<file path="src/rtl/mod_updown_counter.sv">
// Modulo-MODULO up/down counter with load and registered terminal-count pulse; `COUNTER_SAT_EN selects saturate instead of wrap.
// Latency 1 clk from sampled inputs to count/tc; no backpressure, inputs are taken every enabled edge.
module mod_updown_counter #(
    parameter int WIDTH  = 4,
    parameter int MODULO = 16
) (
    input  logic             clk,
    input  logic             rst_n,
    input  logic             en,
    input  logic             up_dn,
    input  logic             load,
    input  logic [WIDTH-1:0] load_val,
    output logic [WIDTH-1:0] count,
    output logic             tc
);

    localparam logic [WIDTH-1:0] MAX_VAL = WIDTH'(MODULO - 1);
    // One extra bit so MODULO == 2**WIDTH is representable in the load clamp compare.
    localparam logic [WIDTH:0]   MOD_EXT = (WIDTH+1)'(MODULO);

    logic [WIDTH-1:0] count_d, count_q;
    logic             tc_d, tc_q;

    always_comb begin
        count_d = count_q;
        tc_d    = 1'b0;
        if (load) begin
            if ({1'b0, load_val} >= MOD_EXT) begin
                count_d = MAX_VAL;
            end else begin
                count_d = load_val;
            end
        end else if (en) begin
            if (up_dn) begin
                if (count_q == MAX_VAL) begin
                    tc_d = 1'b1;
`ifdef COUNTER_SAT_EN
                    count_d = MAX_VAL;
`else
                    count_d = '0;
`endif
                end else begin
                    count_d = count_q + WIDTH'(1);
                end
            end else begin
                if (count_q == '0) begin
                    tc_d = 1'b1;
`ifdef COUNTER_SAT_EN
                    count_d = '0;
`else
                    count_d = MAX_VAL;
`endif
                end else begin
                    count_d = count_q - WIDTH'(1);
                end
            end
        end
    end

    always_ff @(posedge clk or negedge rst_n) begin
        if (!rst_n) begin
            count_q <= '0;
            tc_q    <= 1'b0;
        end else begin
            count_q <= count_d;
            tc_q    <= tc_d;
        end
    end

    assign count = count_q;
    assign tc    = tc_q;

endmodule

</file>
<file path="config.mk">
export PLATFORM = sky130hd
export DESIGN_NAME = mod_updown_counter
export DESIGN_NICKNAME = d
export VERILOG_FILES = /design/src/rtl/mod_updown_counter.sv
export SDC_FILE = /design/constraint.sdc
export NUM_CORES = 1
export LEC_CHECK = 0
export CAP_MARGIN = 20
export CORE_AREA = 2 2 39 41
export DETAILED_ROUTE_END_ITERATION = 6
export DIE_AREA = 0 0 41 43
export HOLD_SLACK_MARGIN = 0.12
export PLACE_DENSITY = 0.52
export SLEW_MARGIN = 20
export SYNTH_ARGS = -nofsm -noshare
export SYNTH_HDL_FRONTEND = slang
export SYNTH_SLANG_ARGS = --single-unit
</file>
<file path="constraint.sdc">
create_clock -name clk -period 3.9 [get_ports clk]
set_clock_uncertainty 0.1 [all_clocks]
set_input_delay 0.78 -clock clk [delete_from_list [all_inputs] [get_ports clk]]
set_output_delay 0.78 -clock clk [all_outputs]
set_load 0.01 [all_outputs]
</file>
==> summary.md, run 1 <==
| Metric | Value |
|---|---|
| Status | completed |
| Hold Buf Count CTS | 0 |
| Cells after Synth | 44 |
| RR Endpoint | count[3] |
| Iter 0 DRT Violations | 4 |
| Post-cts repair resize count | 0 |
| Setup violators final | 0 |
| CP max stage cell | clkdlybuf4s50_1 |
| Area of the core | 0.00138 sq mm |
| Post CTS Setup Buffer Count | 0 |
| Worst VDD drop | 91.8 uV |
| Row count | 14 |
| Share of post-route cells with drive strength above 1 | 0.0678 |
| Number of CTS-inserted buffers | 3 |
| Cell Chain, Critical Path | clkdlybuf4s50_1 |
| Distinct cells, synth | 24 |
| Antenna Nets Post-Route | 0 |
| Critical path type | register to output port |
| GRT Residual Overflow | 0 |
| Max clock buf depth | 2 |
| N_diodes | 0 |
| Die area | 0.00176 sq mm |
| CTS clk-pin slew, worst paths | approximately 0.040 ns |
| Post-synth ARST share | 1.00 |
| Fin crit period | about 2.2 ns |
| Pwr/cell area | between 300 and 400 mW/mm^2 |
| Crit path buf inv count | 1 |
| Main flop type after synthesis | dfrtp_1 |
| DR vias | 367 |
| Final slew viol count | 0 |
| WP data arrival | 1.35 ns |
| Hold endpoint | count[3] |
| Post-synth EDFFs | 0 |
| Max Cap Viol | 0 |
| Die Width | roughly 40 um |
| DP Area | ~500 sq um |
| First-pass GRT wire length | 1.25 mm |
| R2R Setup Slk | 2.27 ns |
| CTS tree | built |
| Min-Delay Startpoint | count[3] |
| Most frequent cell after synthesis | dfrtp_1 |
| Final net count | 71 |
| Lkg Pwr | between 0.0002 and 0.00025 uW |
| Register area share after synthesis | 0.344 |
| CP max FO | 9 |
| Start point of the critical path | count[2] |
| Largest area contributor in the netlist | dfrtp_1 |
| Finished Core Util | 0.380 |
| Endpoint class of the critical path | output port |
| Hold Violations, Final | 0 |
| Remaining routing DRC violations | 0 |
| H-Tree Depth | 1 |
| Fmax | between 400 and 500 MHz |
| Post-synth top area share | 0.344 |
| Max incr delay on CP | 0.60 ns |
| Worst R2R Path Depth | 6 |
| Drt pass-1 iters | 4 |
| Largest net degree at the start of global routing | 10 |
| Root Buffer | clkbuf_4 |
| Total GRT Usage | 0.104 |
| RSZ-0062 raised after global routing | false |
| Die Y | roughly 43 um |
| Register bit total from synthesis | 5 |
| CTS sink count | 5 |
| Critical Path Start Type | register |
| DR WL/cell | ~11 um |
| GP Congestion | around 0.87 |
| Min Hold Slack | 0.642 ns |
| Syn_nets | between 50 and 60 |
| Routed vias/inst | about 4.9 |
| Syn_area_per_cell | roughly 8.3 sq um |
| Hold Path Class | register to register |
| Port Buffers | 13 |
| Initial antenna violation count | 0 |
| WL final | ~820 um |
| Rel. slew slack | 0.787 |
| Setup TNS | 0 ns |
| Clk Latency, worst-skew pair | between 0.2 and 0.25 ns |
| DP HPWL | around 650 um |
| Initial Util | 0.263 |
| Hold depth | 2 |
| Tcrit/Tclk final | 0.571 |
| Number of global-route vias before repair | 325 |
| Kind of cell adding the most delay to the critical path | buffers and inverters |
| Ys Warns | 0 |
| Final instance area | roughly 530 sq um |
| Crit Reg-Reg Startpoint | count[0] |
| Synth cell count leaders | dfrtp_1 (5), a21oi_1 (4), nand2_1 (4), o21ai_1 (4), inv_1 (3) |
| Post-synthesis cell area | ~360 sq um |
| Data required, critical path | slightly above 3 ns |
| Layout area overhead | 44.3% |
| Top cells by area, synth | dfrtp_1 (34%), ha_1 (6.9%), a21oi_1 (5.5%), o21ai_1 (5.5%), nand2_1 (4.1%) |
| I/O pin total | 14 |
| Worst-Margin Slew | between 0.3 and 0.4 ns |
stage by stage:
| stage | worst slack, ns | total power [uW] | std cells |
|---|---|---|---|
| finish | 1.67 | 182 | 75 |
| detailed placement | 1.79 | 127 | 71 |
| CTS | 1.68 | 184 | 75 |
| floorplan | 2.40 | 101 | 44 |
| global placement | 1.80 | 128 | 71 |
| global route | 1.64 | 192 | 75 |
sequential cells by signal, summed over array words and instances, names as in the netlist:
register  count
tc            1
count         4
routing by layer:
metal  global-route usage  wire length [um]  vias to the layer above  part of all wire
li1                     -                 -                      189                 -
met1                0.126               368                      166              0.45
met2                0.163               385                       10              0.47
met3               0.0157                49                        2             0.060
met4               0.0600                14                        0             0.017
met5                    0                 0                        -                 0
cell usage in the layout, fill, tap and decap left out:
cell type        synthesis  routed
a21o_1                   1       1
o21ba_1                  1       1
xor2_1                   1       1
nor3_1                   2       2
clkbuf_1                 0       1
nor2b_1                  1       1
ha_1                     2       2
nor2_1                   2       2
o221ai_1                 1       1
a21boi_0                 1       1
xnor2_1                  1       1
nand2_1                  4       4
nand2b_1                 1       1
inv_1                    3       3
dfrtp_1                  5       5
o31ai_1                  2       2
a21oi_2                  1       1
nand3_1                  1       1
clkbuf_4                 0       3
a31oi_1                  1       1
clkdlybuf4s50_1          0      13
a21oi_1                  4       4
o21ai_0                  2       2
o21ai_1                  4       4
and3_1                   1       1
final cells by class:
| type | count | area [sq um] |
|---|---|---|
| Fill cell | 143 | 858 |
| Multi-Input combinational cell | 34 | 213 |
| Timing Repair Buffer | 13 | 130 |
| Sequential cell | 5 | 125 |
| Clock buffer | 4 | 26.3 |
| Tap cell | 16 | 20.0 |
| Inverter | 3 | 11.3 |
power by group:
group	internal, uW	total (uW)	switching (uW)
sequential	57.3	70.4	13.1
combinational	32.2	55.9	23.7
clock	38.4	55.3	16.9
total	128	182	53.6
cell families (layout without fill, tap and decap cells):
logic type | count (synthesis) | in the layout | share of synthesized area
buffers and inverters | 5 | 20 | 0.0722
AND/OR/NAND/NOR | 12 | 12 | 0.155
adder cells (fa/ha/maj) | 2 | 2 | 0.0687
XOR/XNOR | 2 | 2 | 0.0481
AO/OA/AOI/OAI | 18 | 18 | 0.313
flip-flops | 5 | 5 | 0.344
worst max-delay path by stage:
stage / endpoint / depth (start not counted)
final: count[2] / 1
after detailed placement: count[0] / 5
after global placement: count[2] / 5
after floorplan: count[2] / 4
after global routing: count[2] / 1
after CTS: count[2] / 1
No activity file was read; power rests on OpenSTA's default activity.
==> inputs of run 2 (changes only) <==
Clock period 3.9 ns to 2.28 ns, I/O delays scaled along.
==> summary.md, run 2 (synthesized netlist as in run 1, its figures left out) <==
| Metric | Value |
|---|---|
| DR vias | 366 (was 367) |
| Hold Path Class | primary input to asynchronous set/reset pin (was register to register) |
| Setup violators final | 0 (unchanged) |
| DR WL/cell | 11.2 um (was 10.9 um) |
| Max incr delay on CP | 0.60 ns (about the same) |
| Final slew viol count | 0 (unchanged) |
| Die Width | 41 um (unchanged) |
| Pwr/cell area | 595 mW/mm^2 (was 345 mW/mm^2) |
| Max Cap Viol | 0 (unchanged) |
| Share of post-route cells with drive strength above 1 | 0.0678 (unchanged) |
| Total GRT Usage | 0.112 (was 0.104) |
| Endpoint class of the critical path | output port (unchanged) |
| Drt pass-1 iters | 4 (unchanged) |
| Clk Latency, worst-skew pair | 0.23 ns (about the same) |
| GRT Residual Overflow | 0 (unchanged) |
| R2R Setup Slk | 0.65 ns (was 2.27 ns) |
| Commonest non-fill, non-tap cells in the layout | clkdlybuf4s50_1 (13), dfrtp_1 (5), a21oi_1 (4), o21ai_1 (4), nand2_1 (4) (unchanged) |
| Die Y | 43 um (unchanged) |
| Number of CTS-inserted buffers | 3 (unchanged) |
| First-pass GRT wire length | 1.28 mm (was 1.25 mm) |
| RSZ-0062 raised after global routing | false (unchanged) |
| Most common cell after layout, fill and taps aside | clkdlybuf4s50_1 (unchanged) |
| Port Buffers | 13 (unchanged) |
| Hold Buf Count CTS | 0 (unchanged) |
| Row count | 14 (unchanged) |
| GP Congestion | 0.865 (about the same) |
| CTS tree | built (unchanged) |
| Worst VDD drop | 120 uV (was 91.8 uV) |
| Rel. slew slack | 0.796 (was 0.787) |
| Area of the core | 0.00138 sq mm (unchanged) |
| Setup TNS | 0 ns (unchanged) |
| Fin crit period | 1.90 ns |
| Lkg Pwr | 0.000224 uW (unchanged) |
| Fmax | roughly 530 MHz |
| Largest net degree at the start of global routing | 10 (unchanged) |
| Tcrit/Tclk final | 0.832 |
| Register area | 125 sq um (unchanged) |
| Post-cts repair resize count | 0 (unchanged) |
| Root Buffer | clkbuf_4 (unchanged) |
| WL final | 840 um (was 817 um) |
| Worst R2R Path Depth | 6 (unchanged) |
| Cells after DPL | 71 (unchanged) |
| Critical path type | register to output port (unchanged) |
| Remaining routing DRC violations | 0 (unchanged) |
| Initial Util | 0.263 (unchanged) |
| Filler instances | 143 (unchanged) |
| Stages on worst setup path | 1 (unchanged) |
| Antenna Nets Post-Route | 0 (unchanged) |
| Max clock buf depth | 2 (unchanged) |
| CP max stage cell | clkdlybuf4s50_1 (unchanged) |
| Final net count | 71 (unchanged) |
| Final Non-Filler Cells | 75 (unchanged) |
| Status | completed (unchanged) |
| Multi-input gate area | 213 sq um (unchanged) |
| DP HPWL | 624 um (was 648 um) |
| Routed vias/inst | 4.88 (was 4.89) |
| Critical Path Start Type | register (unchanged) |
| Hold Violations, Final | 0 (unchanged) |
| Crit path buf inv count | 1 (unchanged) |
| Kind of cell adding the most delay to the critical path | buffers and inverters (unchanged) |
| Iter 0 DRT Violations | 6 (was 4) |
| Initial antenna violation count | 0 (unchanged) |
| CP max FO | 9 (unchanged) |
| Worst-Margin Slew | 0.306 ns (was 0.319 ns) |
| CTS sink count | 5 (unchanged) |
| WP data arrival | 1.34 ns (was 1.35 ns) |
| Layout area overhead | 44.3% (unchanged) |
| Cell Chain, Critical Path | clkdlybuf4s50_1 (unchanged) |
| I/O pin total | 14 (unchanged) |
| H-Tree Depth | 1 (unchanged) |
| Max reg flops | 4 (unchanged) |
| Post CTS Setup Buffer Count | 0 (unchanged) |
| Data required, critical path | 1.72 ns (was 3.02 ns) |
| Die area | 0.00176 sq mm (unchanged) |
| Number of global-route vias before repair | 326 (was 325) |
| CTS clk-pin slew, worst paths | 0.04 ns (about the same) |
| N_diodes | 0 (unchanged) |
run 2: area by class of cell:
| cell class | instances | area share |
|---|---|---|
| multi-input combinational | 34 | 0.405 |
| timing repair buffer | 13 | 0.248 |
| sequential | 5 | 0.238 |
| clock buffer | 4 | 0.0500 |
| tap | 16 | 0.0381 |
| inverter | 3 | 0.0214 |
run 2: final timing paths:
kind                           from       end
max in group asynchronous     rst_n  count[0]
hold / removal                rst_n  count[3]
min in group clk           count[3]  count[3]
hold reg to reg            count[3]  count[3]
setup reg to reg           count[0]  count[3]
setup / recovery           count[0]  count[0]
run 2: report_power, final:
group	internal [uW]	leakage, uW	switching [uW]
logic	55.0	0.000148	40.0
clock network	65.9	0.0000150	32.1
registers	98.0	0.0000617	21.8
total	219	0.000224	93.9
run 2: through the flow:
step	hold slack (ns)	total power [uW]	cell area (sq um)	setup WS, ns	util
floorplan	0.0604	174	364	0.786	-
global placement	0.592	219	499	0.500	0.361
detailed placement	0.584	216	499	0.490	0.361
CTS	0.339	317	526	0.373	0.380
global route	0.354	333	526	0.340	0.380
finish	0.336	313	526	0.383	0.380
run 2: layer usage:
metal / track usage / vias to the layer above / routed length [um]
met2: 0.166 / 10 / 426
met4: 0.0867 / 0 / 10
met5: 0 / - / 0
met3: 0.0366 / 2 / 57
li1: - / 189 / -
met1: 0.123 / 165 / 344
